`config.mk`:
```
export PLATFORM = sky130hd
export DESIGN_NAME = amdc_ad4011_emulator_flat
export DESIGN_NICKNAME = d
export VERILOG_FILES = /design/src/rtl/amdc_ad4011_emulator_if.sv /design/src/rtl/amdc_ad4011_emulator.sv /design/src/flat_wrapper.sv
export SDC_FILE = /design/constraint.sdc
export NUM_CORES = 1
export LEC_CHECK = 0
export CAP_MARGIN = 5
export CORE_ASPECT_RATIO = 0.7
export CORE_MARGIN = 10
export CORE_UTILIZATION = 30
export CTS_CLUSTER_DIAMETER = 60
export DETAILED_ROUTE_END_ITERATION = 8
export PLACE_DENSITY = 0.61
export SETUP_SLACK_MARGIN = 0.3
export SLEW_MARGIN = 10
export SYNTH_ARGS = -nofsm -noshare
export SYNTH_HDL_FRONTEND = slang
export SYNTH_SLANG_ARGS = --single-unit
```
`constraint.sdc`:
```
create_clock -name clk -period 2.4 [get_ports clk]
set_clock_uncertainty 0.05 [all_clocks]
set_input_delay 0.48 -clock clk [delete_from_list [all_inputs] [get_ports clk]]
set_output_delay 0.48 -clock clk [all_outputs]
set_load 0.01 [all_outputs]
```
`src/rtl/amdc_ad4011_emulator_if.sv`:
```
// Signal bundle between the eddy-current SPI master and the AD4011 pair emulator.
// The master drives CNV/SCLK and the sample values; the emulator answers with serial data and status.
interface amdc_ad4011_emulator_if #(
    parameter int DATA_WIDTH = 18
);
    logic                  cnv;
    logic                  sclk;
    logic [DATA_WIDTH-1:0] sample_x;
    logic [DATA_WIDTH-1:0] sample_y;
    logic                  clr_err;
    logic                  miso_x;
    logic                  miso_y;
    logic                  busy;
    logic                  frame_done;
    logic [15:0]           frame_cnt;
    logic                  err_early;
    logic                  err_sclk;
    logic                  err_abort;

    modport master (
        output cnv, sclk, sample_x, sample_y, clr_err,
        input  miso_x, miso_y, busy, frame_done, frame_cnt, err_early, err_sclk, err_abort
    );

    modport slave (
        input  cnv, sclk, sample_x, sample_y, clr_err,
        output miso_x, miso_y, busy, frame_done, frame_cnt, err_early, err_sclk, err_abort
    );
endinterface

```
`src/rtl/amdc_ad4011_emulator.sv`:
```
// Responder-side model of the AD4011 ADC pair: answers the CNV/SCLK sequence with two
// serialized samples and flags CNV/SCLK protocol timing violations.
module amdc_ad4011_emulator #(
    parameter int DATA_WIDTH  = 18,
    parameter int CONV_CYCLES = 64
) (
    input  logic                   clk,
    input  logic                   rst_n,
    amdc_ad4011_emulator_if.slave  bus
);
    typedef enum logic [1:0] {
        IDLE,
        CONV,
        SHIFT
    } state_t;

    localparam logic [7:0] CONV_MAX = 8'(CONV_CYCLES);
    localparam logic [4:0] LAST_BIT = 5'(DATA_WIDTH - 1);

    logic [2:0]            cnv_sync;
    logic [2:0]            sclk_sync;
    logic                  cnv_rise;
    logic                  cnv_fall;
    logic                  sclk_rise;
    logic                  sclk_fall;
    logic                  sclk_edge;

    state_t                state;
    state_t                state_next;
    logic [DATA_WIDTH-1:0] shadow_x;
    logic [DATA_WIDTH-1:0] shadow_x_next;
    logic [DATA_WIDTH-1:0] shadow_y;
    logic [DATA_WIDTH-1:0] shadow_y_next;
    logic [7:0]            conv_cnt;
    logic [7:0]            conv_cnt_next;
    logic [4:0]            bit_cnt;
    logic [4:0]            bit_cnt_next;
    logic [15:0]           frame_cnt;
    logic                  frame_done;
    logic                  frame_end;
    logic                  err_early;
    logic                  err_sclk;
    logic                  err_abort;
    logic                  set_early;
    logic                  set_sclk;
    logic                  set_abort;

    // Bit 0 and 1 form the metastability synchronizer, bit 2 is the delayed copy for edge detection.
    always_ff @(posedge clk or negedge rst_n) begin
        if (!rst_n) begin
            cnv_sync  <= '0;
            sclk_sync <= '0;
        end else begin
            cnv_sync  <= {cnv_sync[1:0], bus.cnv};
            sclk_sync <= {sclk_sync[1:0], bus.sclk};
        end
    end

    assign cnv_rise  = cnv_sync[1] & ~cnv_sync[2];
    assign cnv_fall  = ~cnv_sync[1] & cnv_sync[2];
    assign sclk_rise = sclk_sync[1] & ~sclk_sync[2];
    assign sclk_fall = ~sclk_sync[1] & sclk_sync[2];
    assign sclk_edge = sclk_rise | sclk_fall;

    always_ff @(posedge clk or negedge rst_n) begin
        if (!rst_n) begin
            state    <= IDLE;
            shadow_x <= '0;
            shadow_y <= '0;
            conv_cnt <= '0;
            bit_cnt  <= '0;
        end else begin
            state    <= state_next;
            shadow_x <= shadow_x_next;
            shadow_y <= shadow_y_next;
            conv_cnt <= conv_cnt_next;
            bit_cnt  <= bit_cnt_next;
        end
    end

    always_comb begin
        state_next    = state;
        shadow_x_next = shadow_x;
        shadow_y_next = shadow_y;
        conv_cnt_next = conv_cnt;
        bit_cnt_next  = bit_cnt;
        frame_end     = 1'b0;
        set_early     = 1'b0;
        set_sclk      = 1'b0;
        set_abort     = 1'b0;

        unique case (state)
            IDLE: begin
                if (cnv_rise) begin
                    shadow_x_next = bus.sample_x;
                    shadow_y_next = bus.sample_y;
                    conv_cnt_next = '0;
                    bit_cnt_next  = '0;
                    state_next    = CONV;
                end
            end

            CONV: begin
                if (conv_cnt < CONV_MAX) begin
                    conv_cnt_next = conv_cnt + 8'd1;
                end
                set_sclk = sclk_edge;
                // The rise-detect cycle was already one CNV-high cycle, hence the +1.
                if (cnv_fall) begin
                    set_early  = (conv_cnt + 8'd1) < CONV_MAX;
                    state_next = SHIFT;
                end
            end

            SHIFT: begin
                if (cnv_rise) begin
                    set_abort     = 1'b1;
                    shadow_x_next = bus.sample_x;
                    shadow_y_next = bus.sample_y;
                    conv_cnt_next = '0;
                    bit_cnt_next  = '0;
                    state_next    = CONV;
                end else begin
                    if (sclk_rise) begin
                        shadow_x_next = {shadow_x[DATA_WIDTH-2:0], 1'b0};
                        shadow_y_next = {shadow_y[DATA_WIDTH-2:0], 1'b0};
                    end
                    if (sclk_fall) begin
                        bit_cnt_next = bit_cnt + 5'd1;
                        if (bit_cnt == LAST_BIT) begin
                            frame_end  = 1'b1;
                            state_next = IDLE;
                        end
                    end
                end
            end

            default: begin
                state_next = IDLE;
            end
        endcase
    end

    // Sticky error flags: a set in the same cycle as clr_err survives the clear.
    always_ff @(posedge clk or negedge rst_n) begin
        if (!rst_n) begin
            err_early  <= 1'b0;
            err_sclk   <= 1'b0;
            err_abort  <= 1'b0;
            frame_done <= 1'b0;
            frame_cnt  <= '0;
        end else begin
            err_early  <= (err_early & ~bus.clr_err) | set_early;
            err_sclk   <= (err_sclk  & ~bus.clr_err) | set_sclk;
            err_abort  <= (err_abort & ~bus.clr_err) | set_abort;
            frame_done <= frame_end;
            if (frame_end) begin
                frame_cnt <= frame_cnt + 16'd1;
            end
        end
    end

    assign bus.miso_x     = (state == SHIFT) & shadow_x[DATA_WIDTH-1];
    assign bus.miso_y     = (state == SHIFT) & shadow_y[DATA_WIDTH-1];
    assign bus.busy       = (state != IDLE);
    assign bus.frame_done = frame_done;
    assign bus.frame_cnt  = frame_cnt;
    assign bus.err_early  = err_early;
    assign bus.err_sclk   = err_sclk;
    assign bus.err_abort  = err_abort;
endmodule

```
`src/flat_wrapper.sv`:
```
// flat-port wrapper written by rule: the top's interface ports become plain ports
module amdc_ad4011_emulator_flat 
#(
    parameter int DATA_WIDTH  = 18,
    parameter int CONV_CYCLES = 64
)
  (clk, rst_n, bus_cnv, bus_sclk, bus_sample_x, bus_sample_y, bus_clr_err, bus_miso_x, bus_miso_y, bus_busy, bus_frame_done, bus_frame_cnt, bus_err_early, bus_err_sclk, bus_err_abort);
  amdc_ad4011_emulator_if #(.DATA_WIDTH(DATA_WIDTH)) bus_i ();
  input  logic clk;
  input  logic rst_n;
  input wire logic [$bits(bus_i.cnv)-1:0] bus_cnv;
  input wire logic [$bits(bus_i.sclk)-1:0] bus_sclk;
  input wire logic [$bits(bus_i.sample_x)-1:0] bus_sample_x;
  input wire logic [$bits(bus_i.sample_y)-1:0] bus_sample_y;
  input wire logic [$bits(bus_i.clr_err)-1:0] bus_clr_err;
  output wire logic [$bits(bus_i.miso_x)-1:0] bus_miso_x;
  output wire logic [$bits(bus_i.miso_y)-1:0] bus_miso_y;
  output wire logic [$bits(bus_i.busy)-1:0] bus_busy;
  output wire logic [$bits(bus_i.frame_done)-1:0] bus_frame_done;
  output wire logic [$bits(bus_i.frame_cnt)-1:0] bus_frame_cnt;
  output wire logic [$bits(bus_i.err_early)-1:0] bus_err_early;
  output wire logic [$bits(bus_i.err_sclk)-1:0] bus_err_sclk;
  output wire logic [$bits(bus_i.err_abort)-1:0] bus_err_abort;
  assign bus_i.cnv = bus_cnv;
  assign bus_i.sclk = bus_sclk;
  assign bus_i.sample_x = bus_sample_x;
  assign bus_i.sample_y = bus_sample_y;
  assign bus_i.clr_err = bus_clr_err;
  assign bus_miso_x = bus_i.miso_x;
  assign bus_miso_y = bus_i.miso_y;
  assign bus_busy = bus_i.busy;
  assign bus_frame_done = bus_i.frame_done;
  assign bus_frame_cnt = bus_i.frame_cnt;
  assign bus_err_early = bus_i.err_early;
  assign bus_err_sclk = bus_i.err_sclk;
  assign bus_err_abort = bus_i.err_abort;
  amdc_ad4011_emulator #(.DATA_WIDTH(DATA_WIDTH), .CONV_CYCLES(CONV_CYCLES)) u_core (.clk(clk), .rst_n(rst_n), .bus(bus_i));
endmodule
```
==> reports/summary.txt <==
outcome -> finished clean
Crit Path Category -> reg -> out
Rel. slew slack -> 67.1%
final worst path period need -> 2.02 ns
CP required -> 1.87 ns
critical path capture point type -> output port
f_max -> 495 MHz
synth unique cells -> 43
number of I/O port buffers -> 63
HPWL Detailed -> 5880 µm
Yosys Warn Count -> 0
Ports -> 64
final setup vio count -> 0
Pwr Density -> 950 nW/µm²
initial antenna violation count -> 0
drt pass-1 iters -> 5
Post-route DRC -> 0
CTS tree -> done
Clk pin slew, worst setup/hold paths -> 0.06 ns
root buffer cell -> clkbuf_16
share of cells above drive strength 1 -> 9.84%
die width -> 150 µm
number of global-route vias before repair -> 2823
maxcap violations -> 0
area delta synth->final -> 33.1%
number of synthesized flops with an enable pin -> 0
final wirelength -> 8240 µm
syn_nets -> 411
wire per inst -> 13.9 µm
Clock Path Buffers -> 2
initial DRC count -> 128
Final Hold Violating Endpoints -> 0
antenna-violating nets left -> 0
CP startpoint kind -> flop
Initial Util -> 30.6%
TNS Setup -> 0 ns
synthesized cell area -> 3570 µm²
Slew Limit Fails -> 0
Via density -> 4.61
largest net degree at the start of global routing -> 45
fin crit share -> 84.2%
Die ar. -> 16700 µm²
Skew-Pair Late Insertion Delay -> 0.33 ns
Total GRT Usage -> 10.2%
Final #Nets -> 479
worst min-delay path class -> in -> async
asr flop ratio synth -> 100%
Peak VDD IR -> 313 µV
first-pass GRT wire length -> 13900 µm
number of placement rows -> 33
total number of vias -> 2739
grt ovf -> 0
crit path max fanout -> 13
post-synthesis area per instance -> 9.82 µm²
Sink Count -> 77
Synth Register Bits -> 77
Syn Inst Count -> 364
CTS Buf Count -> 9
Core ar. -> 11700 µm²
Least-Margin Pin Slew -> 0.493 ns
Synth Flop Type -> dfrtp_1
CTS H-Tree Depth -> 3
placer congestion estimate -> 0.756
unrepaired setup endpoints after global routing -> no
crit path DAT -> 1.49 ns
reg2reg setup slack -> 0.51 ns
final core utilization -> 40.7%
Pleak -> 2.01 nW
Inserted Diodes -> 0
Die Y -> 111 µm
Seq/Total Area, Yosys -> 53.9%
==> layout make-up <==
class                   count  area [µm²]
clock buffers              12         256
clock inverters             4        70.1
fillers                  1128        6930
inverters                  11        41.3
multi-input cells         259        1530
flip-flops and latches     77        1930
well taps                 157         196
repair buffers             74         739
==> synth_stat cells, types with 2 or more instances <==
cell      instances  area (µm²)
and2_1            2        12.5
dfrtp_1          77        1930
o22ai_1           2        12.5
nand4_1           9        56.3
nor2_1           45         169
nand2b_1          3        18.8
a21oi_1           2        10.0
nand3_1           9        45.0
xor2_1            5        43.8
o21ai_0          10        50.1
xnor2_1          16         140
nand3b_1          2        15.0
buf_4             2        15.0
and3_1            5        31.3
ha_1              6        75.1
a21o_1            2        15.0
mux2_2            2        22.5
nor2b_1           3        18.8
a31oi_1          35         219
nand2_1          82         308
buf_2            13        65.1
inv_1            11        41.3
==> worst max-delay path, stage by stage, from the launching register on <==
cell and delay [ns]:
dfrtp_1 0.41, buf_6 0.17, or2_2 0.29, dlygate4sd2_1 0.29
==> repair_timing <==
action	4_1_cts	5_1_grt
setup buffers	1	0
hold buffers	0	0
resized for setup	4	2
setup endpoints to repair	3	2
==> routing by layer <==
layer | GRT usage (%) | vias to the layer above | share of wire (%)
met5 | 0 | - | 0
met4 | 4.07 | 0 | 1.5
met3 | 3.51 | 7 | 5.3
met2 | 15.4 | 44 | 46
met1 | 13.0 | 1316 | 47
li1 | - | 1372 | -
==> state kept, by name (all words and copies together), names as in the netlist, 2 cells and up <==
| register | flops |
|---|---|
| u_core.shadow_x | 18 |
| u_core.shadow_y | 18 |
| u_core.bus.frame_cnt | 16 |
| u_core.conv_cnt | 8 |
| u_core.bit_cnt | 5 |
| u_core.cnv_sync | 3 |
| u_core.sclk_sync | 3 |
| u_core.state | 2 |
==> path summary, 6_finish.rpt <==
path / startpoint / to / depth (start not counted)
max: u_core.state[0] / bus_busy / 3
min: rst_n / u_core.shadow_y[3] / 1
max reg2reg: u_core.cnv_sync[2] / u_core.shadow_x[7] / 5
min reg2reg: u_core.cnv_sync[0] / u_core.cnv_sync[1] / 0
max in group asynchronous: rst_n / u_core.bus.frame_cnt[10] / 2
min in group clk: u_core.cnv_sync[0] / u_core.cnv_sync[1] / 0
==> cells by family after synthesis <==
family	after synthesis	share of synthesized area, %
AND/OR/NAND/NOR	172	23.4
flip-flops	77	53.9
AO/OA/AOI/OAI	58	11.0
buffers and inverters	28	3.82
XOR/XNOR	21	5.15
adder cells (fa/ha/maj)	6	2.10
multiplexers	2	0.630
==> power by group <==
group / total (mW) / switching (mW) / internal, mW
clock: 1.47 / 0.505 / 0.964
sequential: 1.87 / 0.212 / 1.66
combinational: 1.17 / 0.640 / 0.535
==> cells in the final DEF (no fill, tap or decap), types with 3 or more instances in the layout <==
master | Yosys | final
a31oi_1 | 35 | 35
and3_1 | 5 | 5
buf_4 | 2 | 9
clkbuf_16 | 0 | 9
clkdlybuf4s50_1 | 0 | 59
dfrtp_1 | 77 | 77
ha_1 | 6 | 6
inv_1 | 11 | 11
nand2_1 | 82 | 82
nand2b_1 | 3 | 3
nand3_1 | 9 | 9
nand4_1 | 9 | 9
nor2_1 | 45 | 44
o21ai_0 | 10 | 10
xnor2_1 | 16 | 16
xor2_1 | 5 | 5
==> metrics by stage <==
step	power, mW	cell area (µm²)	instances	worst slack, ns	hold WS [ns]
floorplan	2.66	3570	364	0.755	0.134
global placement	3.02	4410	577	0.491	0.288
detailed placement	3.08	4410	577	0.469	0.290
CTS	4.59	4750	594	0.293	0.0746
global route	4.83	4760	594	0.323	0.0888
finish	4.52	4760	594	0.380	0.0620
Note: power is estimated with default switching activity, not from simulation.
